--- config.mk ---
export PLATFORM = sky130hd
export DESIGN_NAME = fx_ctrl_bank
export DESIGN_NICKNAME = d
export VERILOG_FILES = /design/src/rtl/fx_ctrl_bank.sv
export SDC_FILE = /design/constraint.sdc
export NUM_CORES = 1
export LEC_CHECK = 0
export ABC_AREA = 1
export BUFFER_PORTS_ARGS = -buffer_cell sky130_fd_sc_hd__buf_4
export CAP_MARGIN = 15
export CORE_MARGIN = 4
export CORE_UTILIZATION = 42
export DETAILED_ROUTE_END_ITERATION = 7
export PLACE_DENSITY = 0.66
export SLEW_MARGIN = 10
export SYNTH_ARGS = -nofsm -noshare
export SYNTH_HDL_FRONTEND = slang
export SYNTH_SLANG_ARGS = --single-unit
--- constraint.sdc ---
create_clock -name i_AUD_BCLK -period 2.1 [get_ports i_AUD_BCLK]
set_clock_uncertainty 0.15 [all_clocks]
set_input_delay 0.42 -clock i_AUD_BCLK [delete_from_list [all_inputs] [get_ports i_AUD_BCLK]]
set_output_delay 0.42 -clock i_AUD_BCLK [all_outputs]
set_load 0.005 [all_outputs]
--- src/rtl/fx_ctrl_bank.sv ---
// fx_ctrl_bank: effect-pedal mode FSM, per-effect parameter bank and loop length/position tracker.
// Define FX_CTRL_AUTOREPEAT_EN to add hold-to-repeat stepping on the inc/dec keys.
module fx_ctrl_bank #(
    parameter int NUM_EFF    = 8,
    parameter int VAL_W      = 3,
    parameter int MAX_VAL    = 7,
    parameter int WRAP       = 1,
    parameter int LOOP_W     = 20,
    parameter int MAX_LOOP   = 1048575,
`ifdef FX_CTRL_AUTOREPEAT_EN
    parameter int REPEAT_DLY = 1536000,
    parameter int REPEAT_PER = 384000,
`endif
    parameter int SEL_W      = $clog2(NUM_EFF)
) (
    input  logic                     i_AUD_BCLK,
    input  logic                     i_rst_n,
    input  logic                     i_i2c_done,
    input  logic                     i_sample_valid,
    input  logic                     i_key_inc,
    input  logic                     i_key_dec,
    input  logic                     i_key_loop,
    input  logic                     i_key_mode,
    input  logic [SEL_W-1:0]         i_sel,
    output logic [2:0]               o_state,
    output logic [NUM_EFF*VAL_W-1:0] o_params,
    output logic [VAL_W-1:0]         o_cur_val,
    output logic [NUM_EFF-1:0]       o_sel_onehot,
    output logic [LOOP_W-1:0]        o_loop_len,
    output logic [LOOP_W-1:0]        o_loop_pos,
    output logic                     o_loop_active
);

    typedef enum logic [2:0] {
        ST_I2C   = 3'd0,
        ST_PLAY  = 3'd1,
        ST_SET   = 3'd2,
        ST_RECD  = 3'd3,
        ST_PLOOP = 3'd4
    } state_e;

    state_e             state_q;
    logic [LOOP_W-1:0]  loopLen_q;
    logic [LOOP_W-1:0]  loopPos_q;
    logic               loopActive_q;
    logic [VAL_W-1:0]   params_q [NUM_EFF];

    // Key bit order everywhere: {mode, loop, dec, inc}
    logic [3:0] keys;
    logic [3:0] sync1_q, sync2_q, sync3_q;
    logic [3:0] press;
    logic       incEv, decEv, loopEv, modeEv;

    assign keys  = {i_key_mode, i_key_loop, i_key_dec, i_key_inc};
    assign press = sync2_q & ~sync3_q;

    always_ff @(posedge i_AUD_BCLK or negedge i_rst_n) begin
        if (!i_rst_n) begin
            sync1_q <= '0;
            sync2_q <= '0;
            sync3_q <= '0;
        end else begin
            sync1_q <= keys;
            sync2_q <= sync1_q;
            sync3_q <= sync2_q;
        end
    end

`ifdef FX_CTRL_AUTOREPEAT_EN
    // Hold counter counts cycles since the initial press; each repeat reloads it one period short.
    logic [31:0]      holdCnt_q;
    logic [SEL_W-1:0] selHist_q;
    logic             holdRun;
    logic             rptEv;

    assign holdRun = (state_q == ST_SET) && (sync2_q[0] ^ sync2_q[1]) && (i_sel == selHist_q);
    assign rptEv   = holdRun && (holdCnt_q == 32'(REPEAT_DLY));

    always_ff @(posedge i_AUD_BCLK or negedge i_rst_n) begin
        if (!i_rst_n) begin
            holdCnt_q <= '0;
            selHist_q <= '0;
        end else begin
            selHist_q <= i_sel;
            if (!holdRun)
                holdCnt_q <= '0;
            else if (rptEv)
                holdCnt_q <= 32'(REPEAT_DLY - REPEAT_PER + 1);
            else
                holdCnt_q <= holdCnt_q + 32'd1;
        end
    end

    assign incEv = press[0] | (rptEv & sync2_q[0]);
    assign decEv = press[1] | (rptEv & sync2_q[1]);
`else
    assign incEv = press[0];
    assign decEv = press[1];
`endif
    assign loopEv = press[2];
    assign modeEv = press[3];

    logic             selValid;
    logic [VAL_W-1:0] curRaw;
    logic [VAL_W-1:0] newVal_d;

    assign selValid = int'(i_sel) < NUM_EFF;
    assign curRaw   = selValid ? params_q[i_sel] : '0;

    always_comb begin
        newVal_d = curRaw;
        if (incEv && !decEv) begin
            if (int'(curRaw) >= MAX_VAL)
                newVal_d = (WRAP != 0) ? '0 : VAL_W'(MAX_VAL);
            else
                newVal_d = curRaw + VAL_W'(1);
        end else if (decEv && !incEv) begin
            if (curRaw == '0)
                newVal_d = (WRAP != 0) ? VAL_W'(MAX_VAL) : '0;
            else
                newVal_d = curRaw - VAL_W'(1);
        end
    end

    always_ff @(posedge i_AUD_BCLK or negedge i_rst_n) begin
        if (!i_rst_n) begin
            for (int k = 0; k < NUM_EFF; k++)
                params_q[k] <= '0;
        end else if (state_q == ST_SET && selValid) begin
            params_q[i_sel] <= newVal_d;
        end
    end

    logic [LOOP_W-1:0] lenInc;
    logic [LOOP_W-1:0] posInc;
    logic              hitMax;

    assign lenInc = loopLen_q + LOOP_W'(i_sample_valid);
    assign posInc = loopPos_q + LOOP_W'(1);
    assign hitMax = (lenInc == LOOP_W'(MAX_LOOP));

    // The strobe arriving on the exit edge of RECD_LOOP is still counted via lenInc.
    always_ff @(posedge i_AUD_BCLK or negedge i_rst_n) begin
        if (!i_rst_n) begin
            state_q      <= ST_I2C;
            loopLen_q    <= '0;
            loopPos_q    <= '0;
            loopActive_q <= 1'b0;
        end else begin
            case (state_q)
                ST_I2C: begin
                    if (i_i2c_done)
                        state_q <= ST_PLAY;
                end
                ST_PLAY: begin
                    if (modeEv) begin
                        state_q <= ST_SET;
                    end else if (loopEv) begin
                        state_q      <= ST_RECD;
                        loopLen_q    <= '0;
                        loopPos_q    <= '0;
                        loopActive_q <= 1'b1;
                    end
                end
                ST_SET: begin
                    if (modeEv)
                        state_q <= ST_PLAY;
                end
                ST_RECD: begin
                    loopLen_q <= lenInc;
                    if (hitMax || loopEv) begin
                        loopPos_q <= '0;
                        if (lenInc == '0) begin
                            state_q      <= ST_PLAY;
                            loopActive_q <= 1'b0;
                        end else begin
                            state_q <= ST_PLOOP;
                        end
                    end
                end
                ST_PLOOP: begin
                    if (i_sample_valid)
                        loopPos_q <= (posInc == loopLen_q) ? '0 : posInc;
                    if (loopEv) begin
                        state_q      <= ST_PLAY;
                        loopActive_q <= 1'b0;
                    end
                end
                default: begin
                    state_q      <= ST_PLAY;
                    loopActive_q <= 1'b0;
                end
            endcase
        end
    end

    always_comb begin
        o_params = '0;
        for (int k = 0; k < NUM_EFF; k++)
            o_params[k*VAL_W +: VAL_W] = params_q[k];
    end

    always_comb begin
        o_sel_onehot = '0;
        if (state_q == ST_SET)
            for (int k = 0; k < NUM_EFF; k++)
                o_sel_onehot[k] = (int'(i_sel) == k);
    end

    assign o_state       = state_q;
    assign o_cur_val     = (state_q == ST_SET) ? curRaw : '0;
    assign o_loop_len    = loopLen_q;
    assign o_loop_pos    = loopPos_q;
    assign o_loop_active = loopActive_q;

endmodule

==> flow_summary_export.csv <==
group,metric,value,unit
power,seqPwrFrac,25.7,%
sta,period_minus_slack,2.59,ns
die,ioPinCount,90,
yosys,syn-cell-area,0.00519,sq mm
worst_setup_path,startpoint,"o_loop_len[0]",
clocking,cts_buffer_depth,2,
detailed_routing,routed_wl,21.8,mm
worst_setup_path,crit_path_end,"o_state[2]",
detailed_routing,drt-wirelength-per-cell,17.4,microns
worst_setup_path,crit_path_end_kind,"register",
worst_setup_path,rrSetupSlack,-0.49,ns
layout,syn_to_final_growth,70.9,%
worst_setup_path,critical_path_required,2.21,ns
yosys,synth_nets,802,
clocking,cts_tree,"done",
global_route,antenna_found_initial,0,
placement,dpl-instance-area,0.00759,sq mm
die,initial_core_util,43.1,%
power,peakVddDrop,0.000743,V
clocking,root_buffer,"clkbuf_16",
layout,drive_gt1_share,42.3,%
worst_hold_path,hold_class,"input pin to register",
power,p_per_area,941,mW/mm^2
worst_setup_path,crit_type,"register to register",
clocking,h-tree-depth,3,
yosys,netlist_instances,784,
placement,dp.cells,1207,
worst_setup_path,r2r_end,"o_state[2]",
layout,final_area,0.00888,sq mm
detailed_routing,postRouteAntennaNets,0,
die,die_w,119,microns
placement,globalplace.congestion,0.977,
clocking,insertion_delay,0.35,ns
layout,fillers,907,
clocking,cts_made_buffers,9,
global_route,grt_pass1_wl,31.5,mm
global_route,grt_max_degree,40,
worst_setup_path,cp_max_fo,5,
run_status,violations,"negative setup slack",
power,p_clk_share,20.4,%
detailed_routing,drc,0,
worst_hold_path,min_path_cells,1,
worst_setup_path,reg2reg_depth,14,
sta,hold_viol,0,
sta,slew-limit-headroom,52.2,%
sta,finalCritPeriodShare,123,%
detailed_routing,drtPass1Iterations,5,
layout,antennaDiodeCount,0,
placement,hpwlAfterDp,14.3,mm
die,row_count,40,
sta,setup_viol,51,
yosys,syn_area_per_cell,6.63,sq um
yosys,synth-edff-count,0,
power,comb_power_share,53.9,%
sta,fin_ws,-0.485,ns
yosys,ys_warn_count,0,
yosys,synthDistinctLibCells,36,
worst_hold_path,hold_start,"i_key_loop",
global_route,grt_usage,27.5,%
worst_setup_path,arrival,2.69,ns
worst_setup_path,timing.rr.start,"o_loop_len[0]",
layout,nNetsFinal,1103,
yosys,ys_ff_latch,80,
clocking,clk_pin_slew,0.07,ns
detailed_routing,vias_per_cell,5.40,
detailed_routing,via_count,6790,
die,die_y,119,microns
yosys,ys.flop_type,"dfrtp_1",
sta,fmax,387,MHz
flow_run,drv_cap,0,
die,coreArea,0.0121,sq mm
global_route,first_global_vias,6314,
power,p_sw_share,42.0,%
sta,slew_viol_final,0,
sta,tightestPinTransition,0.714,ns
die,die_area,0.0142,sq mm
power,power_switching,0.00351,W
sta,grt_setup_unrepaired,"true",
worst_setup_path,start_kind,"register",
placement,port_buffers,89,
power,intPower,0.00485,W
layout,final_cells,1258,
detailed_routing,initialDrtViolationCount,833,
global_route,overflow,0,
layout,post-route-util,73.6,%
yosys,ys_seq_area_share,38.5,%
power,power_leakage,4.26,nW
yosys,synthArstFlopShare,100,%
run_status,status,"finished, violations left",
sta,hold_ws,0.0218,ns
clocking,clkSinkCount,80,
## per-stage QoR
stage	power, W	TNS, ns	setup WS (ns)
after floorplan	0.00383	-1.36	-0.0655
after global placement	0.00529	-18.30	-0.425
after detailed placement	0.00539	-20.75	-0.499
after CTS	0.00754	-7.43	-0.312
after global routing	0.00867	-16.80	-0.571
final	0.00836	-12.87	-0.485
## cells in the final DEF (no fill, tap or decap), types with 3 or more instances in the layout
| cell type | Yosys | routed |
|---|---|---|
| clkbuf_16 | 0 | 11 |
| a22oi_2 | 0 | 5 |
| o21ai_1 | 26 | 22 |
| nand2_2 | 4 | 18 |
| inv_2 | 0 | 13 |
| nand2_1 | 254 | 231 |
| nor3_1 | 11 | 3 |
| buf_6 | 2 | 19 |
| nand2_8 | 0 | 5 |
| buf_12 | 0 | 5 |
| o22ai_2 | 0 | 3 |
| nand3_1 | 78 | 64 |
| xor2_1 | 7 | 6 |
| nor2_1 | 106 | 84 |
| dfrtp_1 | 80 | 78 |
| a31oi_1 | 8 | 4 |
| nor3_4 | 0 | 5 |
| inv_6 | 0 | 3 |
| o21ai_0 | 17 | 12 |
| nand4_1 | 9 | 9 |
| o22ai_1 | 22 | 19 |
| a31oi_4 | 0 | 3 |
| nor2_4 | 2 | 21 |
| a21oi_1 | 5 | 3 |
| ha_4 | 0 | 5 |
| o21ai_2 | 0 | 7 |
| inv_1 | 99 | 83 |
| nor3_2 | 0 | 3 |
| nand3_2 | 1 | 14 |
| buf_4 | 3 | 278 |
| nand2_4 | 1 | 5 |
| nor2_2 | 7 | 10 |
## worst min path at each step
stage,end,slack (ns)
5_1_grt,sync1_q[3],0.02
2_1_floorplan,o_loop_active,-0.03
3_5_place_dp,sync2_q[1],0.19
4_1_cts,sync1_q[3],0.02
3_3_place_gp,sync2_q[0],0.18
6_report,sync1_q[2],0.02
## power by group through the flow
stage               Combinational [W]  Clock [W]  Sequential, W
floorplan                     0.00170          0        0.00213
global placement              0.00316          0        0.00213
detailed placement            0.00325          0        0.00214
CTS                           0.00374    0.00170        0.00211
global route                  0.00472    0.00177        0.00217
finish                        0.00450    0.00171        0.00215
## Yosys cell counts, types with 2 or more instances
| cell | count | share of area [%] |
|---|---|---|
| nand3b_1 | 2 | 0.29 |
| nand4_1 | 9 | 1.1 |
| nor2_4 | 2 | 0.43 |
| or2_2 | 3 | 0.36 |
| nand3_1 | 78 | 7.5 |
| buf_4 | 3 | 0.43 |
| nand2_1 | 254 | 18 |
| o21ai_0 | 17 | 1.6 |
| nor3_1 | 11 | 1.1 |
| xor2_1 | 7 | 1.2 |
| nand2_2 | 4 | 0.48 |
| a31oi_1 | 8 | 0.96 |
| buf_6 | 2 | 0.43 |
| ha_1 | 7 | 1.7 |
| inv_1 | 99 | 7.2 |
| clkbuf_1 | 8 | 0.58 |
| a21oi_1 | 5 | 0.48 |
| nor2_1 | 106 | 7.7 |
| a22oi_1 | 7 | 1.0 |
| buf_2 | 5 | 0.48 |
| dfrtp_1 | 80 | 39 |
| o22ai_1 | 22 | 2.6 |
| o21ai_1 | 26 | 2.5 |
| nor2_2 | 7 | 0.84 |
## repair_timing
action / 4_1_cts / 5_1_grt
gates cloned: 2 / 3
pin swaps: 29 / 51
endpoints found under the setup margin: 59 / 60
hold endpoints to repair: 27 / 0
hold buffers: 1 / 0
gates resized for setup: 65 / 99
buffers inserted: 16 / 13
## routing by layer
| metal | wire length (microns) | global-route usage [%] |
|---|---|---|
| met5 | 0 | 0 |
| met2 | 10600 | 45.6 |
| met1 | 8940 | 37.1 |
| met4 | 632 | 8.33 |
| met3 | 1680 | 3.99 |
## critical path, stage by stage, from the launching register on
cell and delay, ns:
dfrtp_1 0.42, ha_2 0.24, nand2_2 0.10, nor2_4 0.15, buf_4 0.15, nand2_1 0.05, nand2_1 0.08, nand3_1 0.11
nor2_1 0.13, nand2_1 0.08, nor2_2 0.13, nand3_4 0.13, nand2_8 0.15, nand3_1 0.17, o21ai_1 0.24
## flip-flops by register name, summed over array words and instances (netlist names)
register       flops
o_params          24
o_loop_len        20
o_loop_pos        20
sync1_q            4
sync2_q            4
sync3_q            4
o_state            3
o_loop_active      1
## logic make-up after synthesis
| kind of cell | share of synthesized area (%) |
|---|---|
| AOI/OAI and AO/OA | 10.3 |
| xor gates and xnor gates | 1.61 |
| adders and majority gates | 1.69 |
| buffers and inverters | 9.15 |
| DFF | 38.5 |
| and+or+nand+nor | 38.8 |
## area by class of cell
class | instances | area (sq um) | area share [%]
multi-input cells | 586 | 3440 | 38.7
repair buffers | 307 | 2500 | 28.2
flip-flops and latches | 80 | 2000 | 22.6
inverters | 100 | 402 | 4.52
clock buffers | 11 | 253 | 2.85
well taps | 168 | 210 | 2.37
clock inverters | 5 | 62.6 | 0.705
repair inverters | 1 | 3.75 | 0.0423
Power figures use the tool's default switching activity.
